===== src/rtl/spi_fsm_if.sv =====
// SPI slave control bundle: conditioned SCLK/CS inputs toward the FSM
// and the enables the FSM drives back to the datapath.
//   master : SPI front end / datapath side (drives edges, cs_n, rw_bit)
//   slave  : spi_fsm side (drives addr_we, sr_we, dm_we, miso_buff, busy)
//   abort_count (8b) present only with SPI_FSM_ABORT_CNT_EN defined.
interface spi_fsm_if;
    logic       sclk_pos_edge;
    logic       sclk_neg_edge;
    logic       cs_n;
    logic       rw_bit;
    logic       addr_we;
    logic       sr_we;
    logic       dm_we;
    logic       miso_buff;
    logic       busy;
`ifdef SPI_FSM_ABORT_CNT_EN
    logic [7:0] abort_count;

    modport master (
        output sclk_pos_edge, sclk_neg_edge, cs_n, rw_bit,
        input  addr_we, sr_we, dm_we, miso_buff, busy, abort_count
    );
    modport slave (
        input  sclk_pos_edge, sclk_neg_edge, cs_n, rw_bit,
        output addr_we, sr_we, dm_we, miso_buff, busy, abort_count
    );
`else
    modport master (
        output sclk_pos_edge, sclk_neg_edge, cs_n, rw_bit,
        input  addr_we, sr_we, dm_we, miso_buff, busy
    );
    modport slave (
        input  sclk_pos_edge, sclk_neg_edge, cs_n, rw_bit,
        output addr_we, sr_we, dm_we, miso_buff, busy
    );
`endif
endinterface


===== src/rtl/spi_fsm.sv =====
// SPI slave transaction controller: Moore FSM sequencing address capture,
// read load/shift-out and write capture/store for one SPI transaction.
// Ports: clk, reset_n (async, active low), bus (spi_fsm_if.slave).
// Option: SPI_FSM_ABORT_CNT_EN adds bus.abort_count, a saturating count
// of transactions aborted by cs_n rising mid-transfer.
module spi_fsm #(
    parameter int width = 8
) (
    input  logic     clk,
    input  logic     reset_n,
    spi_fsm_if.slave bus
);

    localparam int CW = $clog2(width + 1);
    localparam logic [CW-1:0] CNT_MAX = CW'(width);

    typedef enum logic [2:0] {
        IDLE,
        GET_ADDR,
        GOT_ADDR,
        READ_LOAD,
        READ_SEND,
        WRITE_GET,
        WRITE_STORE,
        DONE
    } state_t;

    state_t        state_q, state_d;
    logic [CW-1:0] cnt_q, cnt_d;
    logic          addr_we_q, sr_we_q, dm_we_q, miso_q, busy_q;

    // cs_n high overrides everything, including a coincident SCLK edge.
    always_comb begin
        state_d = state_q;
        cnt_d   = cnt_q;
        if (bus.cs_n) begin
            state_d = IDLE;
            cnt_d   = '0;
        end else begin
            case (state_q)
                IDLE: begin
                    state_d = GET_ADDR;
                    cnt_d   = '0;
                end
                GET_ADDR: begin
                    if (cnt_q == CNT_MAX) begin
                        state_d = GOT_ADDR;
                        cnt_d   = '0;
                    end else if (bus.sclk_pos_edge) begin
                        cnt_d = cnt_q + 1'b1;
                    end
                end
                GOT_ADDR: begin
                    state_d = bus.rw_bit ? READ_LOAD : WRITE_GET;
                end
                READ_LOAD: begin
                    state_d = READ_SEND;
                end
                READ_SEND: begin
                    if (cnt_q == CNT_MAX) begin
                        state_d = DONE;
                        cnt_d   = '0;
                    end else if (bus.sclk_neg_edge) begin
                        cnt_d = cnt_q + 1'b1;
                    end
                end
                WRITE_GET: begin
                    if (cnt_q == CNT_MAX) begin
                        state_d = WRITE_STORE;
                        cnt_d   = '0;
                    end else if (bus.sclk_pos_edge) begin
                        cnt_d = cnt_q + 1'b1;
                    end
                end
                WRITE_STORE: begin
                    state_d = DONE;
                end
                DONE: begin
                    state_d = DONE;
                end
                default: begin
                    state_d = IDLE;
                    cnt_d   = '0;
                end
            endcase
        end
    end

    // Outputs are registered alongside the state from the same next-state
    // value, so they always equal a decode of state_q.
    always_ff @(posedge clk or negedge reset_n) begin
        if (!reset_n) begin
            state_q   <= IDLE;
            cnt_q     <= '0;
            addr_we_q <= 1'b0;
            sr_we_q   <= 1'b0;
            dm_we_q   <= 1'b0;
            miso_q    <= 1'b0;
            busy_q    <= 1'b0;
        end else begin
            state_q   <= state_d;
            cnt_q     <= cnt_d;
            addr_we_q <= (state_d == GOT_ADDR);
            sr_we_q   <= (state_d == READ_LOAD);
            dm_we_q   <= (state_d == WRITE_STORE);
            miso_q    <= (state_d == READ_SEND);
            busy_q    <= (state_d != IDLE);
        end
    end

    assign bus.addr_we   = addr_we_q;
    assign bus.sr_we     = sr_we_q;
    assign bus.dm_we     = dm_we_q;
    assign bus.miso_buff = miso_q;
    assign bus.busy      = busy_q;

`ifdef SPI_FSM_ABORT_CNT_EN
    logic [7:0] abort_cnt_q;
    logic       abort;

    // Leaving IDLE or DONE on cs_n high is normal, not an abort.
    assign abort = bus.cs_n && (state_q != IDLE) && (state_q != DONE);

    always_ff @(posedge clk or negedge reset_n) begin
        if (!reset_n) begin
            abort_cnt_q <= '0;
        end else if (abort && (abort_cnt_q != 8'hFF)) begin
            abort_cnt_q <= abort_cnt_q + 8'd1;
        end
    end

    assign bus.abort_count = abort_cnt_q;
`endif

endmodule


===== src/flat_wrapper.sv =====
// flat-port wrapper written by rule: the top's interface ports become plain ports
module spi_fsm_flat 
#(
    parameter int width = 8
)
  (clk, reset_n, bus_sclk_pos_edge, bus_sclk_neg_edge, bus_cs_n, bus_rw_bit, bus_addr_we, bus_sr_we, bus_dm_we, bus_miso_buff, bus_busy);
  spi_fsm_if bus_i ();
  input  logic clk;
  input  logic reset_n;
  input wire logic [$bits(bus_i.sclk_pos_edge)-1:0] bus_sclk_pos_edge;
  input wire logic [$bits(bus_i.sclk_neg_edge)-1:0] bus_sclk_neg_edge;
  input wire logic [$bits(bus_i.cs_n)-1:0] bus_cs_n;
  input wire logic [$bits(bus_i.rw_bit)-1:0] bus_rw_bit;
  output wire logic [$bits(bus_i.addr_we)-1:0] bus_addr_we;
  output wire logic [$bits(bus_i.sr_we)-1:0] bus_sr_we;
  output wire logic [$bits(bus_i.dm_we)-1:0] bus_dm_we;
  output wire logic [$bits(bus_i.miso_buff)-1:0] bus_miso_buff;
  output wire logic [$bits(bus_i.busy)-1:0] bus_busy;
  assign bus_i.sclk_pos_edge = bus_sclk_pos_edge;
  assign bus_i.sclk_neg_edge = bus_sclk_neg_edge;
  assign bus_i.cs_n = bus_cs_n;
  assign bus_i.rw_bit = bus_rw_bit;
  assign bus_addr_we = bus_i.addr_we;
  assign bus_sr_we = bus_i.sr_we;
  assign bus_dm_we = bus_i.dm_we;
  assign bus_miso_buff = bus_i.miso_buff;
  assign bus_busy = bus_i.busy;
  spi_fsm #(.width(width)) u_core (.clk(clk), .reset_n(reset_n), .bus(bus_i));
endmodule

===== config.mk =====
export PLATFORM = sky130hd
export DESIGN_NAME = spi_fsm_flat
export DESIGN_NICKNAME = d
export VERILOG_FILES = /design/src/rtl/spi_fsm_if.sv /design/src/rtl/spi_fsm.sv /design/src/flat_wrapper.sv
export SDC_FILE = /design/constraint.sdc
export NUM_CORES = 1
export LEC_CHECK = 0
export ABC_AREA = 1
export BUFFER_PORTS_ARGS = -buffer_cell sky130_fd_sc_hd__buf_2
export CELL_PAD_IN_SITES_DETAIL_PLACEMENT = 1
export CELL_PAD_IN_SITES_GLOBAL_PLACEMENT = 1
export CORE_MARGIN = 4
export CORE_UTILIZATION = 41
export DETAILED_ROUTE_END_ITERATION = 10
export PLACE_DENSITY = 0.89
export SYNTH_ARGS = -nofsm -noshare
export SYNTH_HDL_FRONTEND = slang
export SYNTH_SLANG_ARGS = --single-unit

===== constraint.sdc =====
create_clock -name clk -period 2.5 [get_ports clk]
set_clock_uncertainty 0.1 [all_clocks]
set_input_delay 0.125 -clock clk [delete_from_list [all_inputs] [get_ports clk]]
set_output_delay 0.125 -clock clk [all_outputs]
set_load 0.005 [all_outputs]

Word-level counts from Yosys, hierarchy flattened. Index checks and enable logic that the tools add are counted.

Add/subtract/negate cells: 1. Equal/unequal tests: 14. Mux-type cells: 12. Reductions and logical operators: 6.

Operator list (count): 3-bit one-hot mux with 7 select lines (1); 4-bit two-way mux (5); 3-bit equality test, second input constant (6); 3-bit two-way mux (5); 3-bit by 2-bit equality test with 1-bit output, second input constant (4); 4-bit one-hot mux with 3 select lines (1); 4-bit by 1-bit adder with 4-bit output, second input constant (1); 4-bit equality test, second input constant (1); 4-bit by 1-bit inequality test with 1-bit output, second input constant (1); 4-bit by 3-bit inequality test with 1-bit output, second input constant (1); 4-bit nonzero test (1); 2-bit OR reduction (2); 3-bit by 1-bit equality test with 1-bit output, second input constant (1); 3-bit logical NOT (1); 3-bit AND reduction (1); 3-bit nonzero test (1).

Register bits after elaboration: 12. Input bits: 6. Output and inout bits: 5. Word-level logic and storage cells: 40.

Logic depth before layout (Yosys ltp).
Depth in word-level cells: 5. Depth in mapped cells: 8. Gate-level depth less buffers: 8.

Worst setup path after synthesis. OpenSTA, ideal clock, no wires.

Path kind: reg2reg. Start: reg u_core.cnt_q[0]. End: reg u_core.cnt_q[0]. Data arrival time: 1159 ps. Required time: 2283 ps. Path slack: 1124 ps. Stages on the path, launching flop included: 8. Path buffers: 0. Cell sequence: dfrtp_1 -> inv_1 -> ha_1 -> nand3_4 -> a21oi_1 -> nand2_1 -> nand3_1 -> nand2_1.

Longest elaborated chain between the ends: 5. Elaborated cells between the ends (all ways): 11. Classes of those cells: add/sub: 1; eq/ne: 3; mux: 6; reduce/logical: 1.

Ends and longest elaborated chain: from (decl) (line spi_fsm.sv:29) `logic [CW-1:0] cnt_q, cnt_d;`; from (signal assigned) (line spi_fsm.sv:102) `cnt_q <= cnt_d;`; 4-bit by 1-bit adder with 4-bit output (line spi_fsm.sv:50, spi_fsm.sv:64, spi_fsm.sv:72); 4-bit two-way mux, on equally long branches (line spi_fsm.sv:49, spi_fsm.sv:71, spi_fsm.sv:63); 4-bit two-way mux, on equally long branches (line spi_fsm.sv:46, spi_fsm.sv:60); 4-bit one-hot mux with 3 select lines (line spi_fsm.sv:40) `case (state_q)`; 4-bit two-way mux (line spi_fsm.sv:36) `if (bus.cs_n) begin`.

Several ways; a longest one is shown, not always the timed one. The select of a mux whose other input is x is not followed. A chain may end at the register's enable or synchronous reset.

Worst setup path in the final report.
Start: reg u_core.cnt_q[0]. End: reg u_core.cnt_q[3].

Same word-level chain as after synthesis.

==> flow_summary.json <==
{
  "maxCapViolations": 0,
  "max_stage_delay_ns": 0.42,
  "core_area_sq_um": 1510,
  "detail-route-antenna-nets": 0,
  "holdCritPathClass": "primary input to flip-flop",
  "pwr-share-clk_pct": 38.8,
  "fmax_ghz": 0.640,
  "cts_made_buffers": 3,
  "finalCritPeriodShare_pct": 62.5,
  "setup_viol": 0,
  "synth-seq-cells": 12,
  "synth_nets": 90,
  "antenna_found_initial": 0,
  "syn_area_per_cell_sq_um": 7.93,
  "p_int_uw": 302,
  "combPwrFrac_pct": 10.6,
  "run_status": "completed",
  "yosys-top-cells-area": "dfrtp_1 46%, nand2_1 11%, nand3_1 8.5%",
  "post-route-drc-count": 0,
  "slowest_stage": "dfrtp_1",
  "post_cts_buffers": 0,
  "yosys_warnings": 0,
  "worstMarginPinSlew_ns": 0.354,
  "fillers": 194,
  "synth_cell_types": 17,
  "h-tree-depth": 1,
  "synth_top_cell_by_area": "dfrtp_1",
  "p_per_area_nw_per_um2": 514,
  "drt_iter0_drc": 9,
  "vias_per_cell": 5.26,
  "p_switching_uw": 98.1,
  "p_total_uw": 400,
  "critPathRequiredTime_ns": 2.62,
  "cts_resized": 0,
  "fp.dieH_um": 47.8,
  "grt_pass1_vias": 679,
  "critPathKind": "flip-flop to flip-flop",
  "diodes": 0,
  "min_path_cells": 4,
  "nNetsFinal": 107,
  "grt_pass1_wl_um": 2830,
  "syn_to_final_growth_pct": 19.4,
  "wirelength_um": 1640,
  "netlist.area_leader.share_pct": 46.2,
  "r2r-end": "u_core.cnt_q[3]",
  "cts_tree": "built",
  "cpMostUsedCell": "nand2_1",
  "swShare_pct": 24.5,
  "holdPathEnd": "u_core.state_q[2]",
  "irDropWorstVdd_v": 0.000335,
  "synthCells": 82,
  "r2r_slack_ns": 0.94,
  "slew_headroom_pct": 76.2,
  "cts_sinks": 12,
  "hp-start": "bus_rw_bit",
  "syn-cell-area_sq_um": 651,
  "crit_chain": "inv_1, ha_1, nand3_4, nand2_1, nand2_1, nor2_1, nand3_1, nand2_1",
  "cts_buffer_depth": 2,
  "grt_max_degree": 13,
  "clk_pin_slew_ns": 0.08,
  "cp-start-kind": "flip-flop",
  "p_seq_share_pct": 50.6,
  "vias": 600,
  "end_kind": "flip-flop",
  "overflow": 0,
  "drv_slew": 0,
  "place.gp.congestion": 0.834,
  "cp_max_fo": 8,
  "clkLatencyLatePin_ns": 0.27,
  "period_minus_slack_ns": 1.56,
  "io_pins": 11,
  "start_util_pct": 43.2,
  "die_w_um": 47.8,
  "rsz0062_at_grt": "no",
  "setup_tns_ns": 0,
  "yosysSeqAreaShare_pct": 46.2,
  "drive_gt1_share_pct": 22.4,
  "finalHoldViolCount": 0,
  "r2r_start": "u_core.cnt_q[0]",
  "grt_usage_pct": 17.8,
  "wl_per_cell_um": 14.4,
  "row_count": 14,
  "drt-pass1-iter-count": 2,
  "cts_root_buffer": "clkbuf_4",
  "crit_arrival_ns": 1.68,
  "hpwl_um": 1290,
  "die-area_sq_um": 2290,
  "ff2ff_path_depth": 8,
  "portBuffers": 10,
  "leakage_nw": 0.422
}
[cell usage in the layout, fill, tap and decap left out, drive strengths merged]
master	count
o21ai	1
ha	2
o21bai	1
nand3	12
a21oi	5
buf	10
nand4	3
xor2	1
nand2	21
clkinv	1
dfrtp	12
nor2	12
inv	11
dlygate4sd3	2
clkbuf	4
[what timing repair did]
action,4_1_cts,5_1_grt
endpoints found under the hold margin,13,0
endpoints found under the setup margin,0,0
hold buffers,2,0
[cells by family after synthesis]
| family | count (synthesis) | synth area share (%) |
|---|---|---|
| adder cells (fa/ha/maj) | 2 | 3.85 |
| buffers and inverters | 12 | 6.92 |
| AO/OA/AOI/OAI | 7 | 7.50 |
| AND/OR/NAND/NOR | 48 | 34.2 |
| flip-flops | 12 | 46.2 |
| XOR/XNOR | 1 | 1.35 |
[area by class of cell]
| type | count | area [sq um] | share of cell area, % |
|---|---|---|---|
| sequential | 12 | 300 | 38.6 |
| tap | 16 | 20.0 | 2.58 |
| timing repair buffer | 12 | 70.1 | 9.02 |
| inverter | 12 | 45.0 | 5.80 |
| multi-input combinational | 58 | 305 | 39.3 |
| clock buffer | 4 | 36.3 | 4.67 |
[power by group through the flow]
stage / clock, mW / combinational (mW) / sequential [mW]
6_report: 0.155 / 0.0424 / 0.202
5_1_grt: 0.166 / 0.0495 / 0.203
4_1_cts: 0.158 / 0.0435 / 0.202
3_5_place_dp: 0 / 0.0398 / 0.206
3_3_place_gp: 0 / 0.0372 / 0.206
2_1_floorplan: 0 / 0.0239 / 0.205
[flip-flops by register name (all words and copies together) (netlist names)]
name and cells:
u_core.state_q 3, u_core.bus.busy 1, u_core.bus.addr_we 1, u_core.cnt_q 4
u_core.bus.dm_we 1, u_core.bus.sr_we 1, u_core.bus.miso_buff 1
[stage by stage]
stage | hold WS, ns | setup slack [ns] | utilization (%) | cells | instance area [sq um]
final | 0.0569 | 0.937 | 51.6 | 114 | 777
after global placement | -0.0906 | 1.01 | 47.8 | 108 | 721
after detailed placement | -0.0862 | 0.942 | 47.8 | 108 | 721
after CTS | 0.0533 | 0.907 | 51.6 | 114 | 777
after global routing | 0.0762 | 0.787 | 51.6 | 114 | 777
after floorplan | -0.271 | 1.12 | - | 82 | 651
[synthesized netlist by cell type, drive strengths merged]
cell type,n
o21bai,1
clkinv,1
nand4,3
ha,2
o21ai,1
nand2,21
nor2,12
a21oi,5
xor2,1
dfrtp,12
nand3,12
inv,11
[routing by layer]
layer | part of all wire, % | track usage [%] | wire, um | vias to the layer above
li1 | - | - | - | 296
met1 | 38 | 19.0 | 630 | 284
met2 | 55 | 31.4 | 894 | 14
met3 | 4.3 | 6.39 | 70 | 6
met4 | 2.6 | 7.53 | 42 | 0
met5 | 0 | 0 | 0 | -
[worst max-delay path: cells and delay by family (launching register included)]
| family | cells | cell delay (ns) |
|---|---|---|
| fa+ha+maj | 1 | 0.20 |
| simple gates | 6 | 0.67 |
| buf+inv | 1 | 0.12 |
| flops | 1 | 0.42 |
[worst max path at each step]
stage | cells after the start | from | endpoint | slack [ns]
floorplan | 7 | u_core.cnt_q[0] | u_core.cnt_q[0] | 1.12
global placement | 8 | u_core.cnt_q[0] | u_core.cnt_q[3] | 1.01
detailed placement | 8 | u_core.cnt_q[0] | u_core.cnt_q[3] | 0.94
CTS | 8 | u_core.cnt_q[0] | u_core.cnt_q[3] | 0.91
global route | 8 | u_core.cnt_q[0] | u_core.cnt_q[3] | 0.79
finish | 8 | u_core.cnt_q[0] | u_core.cnt_q[3] | 0.94
Note: power is estimated with default switching activity, not from simulation.
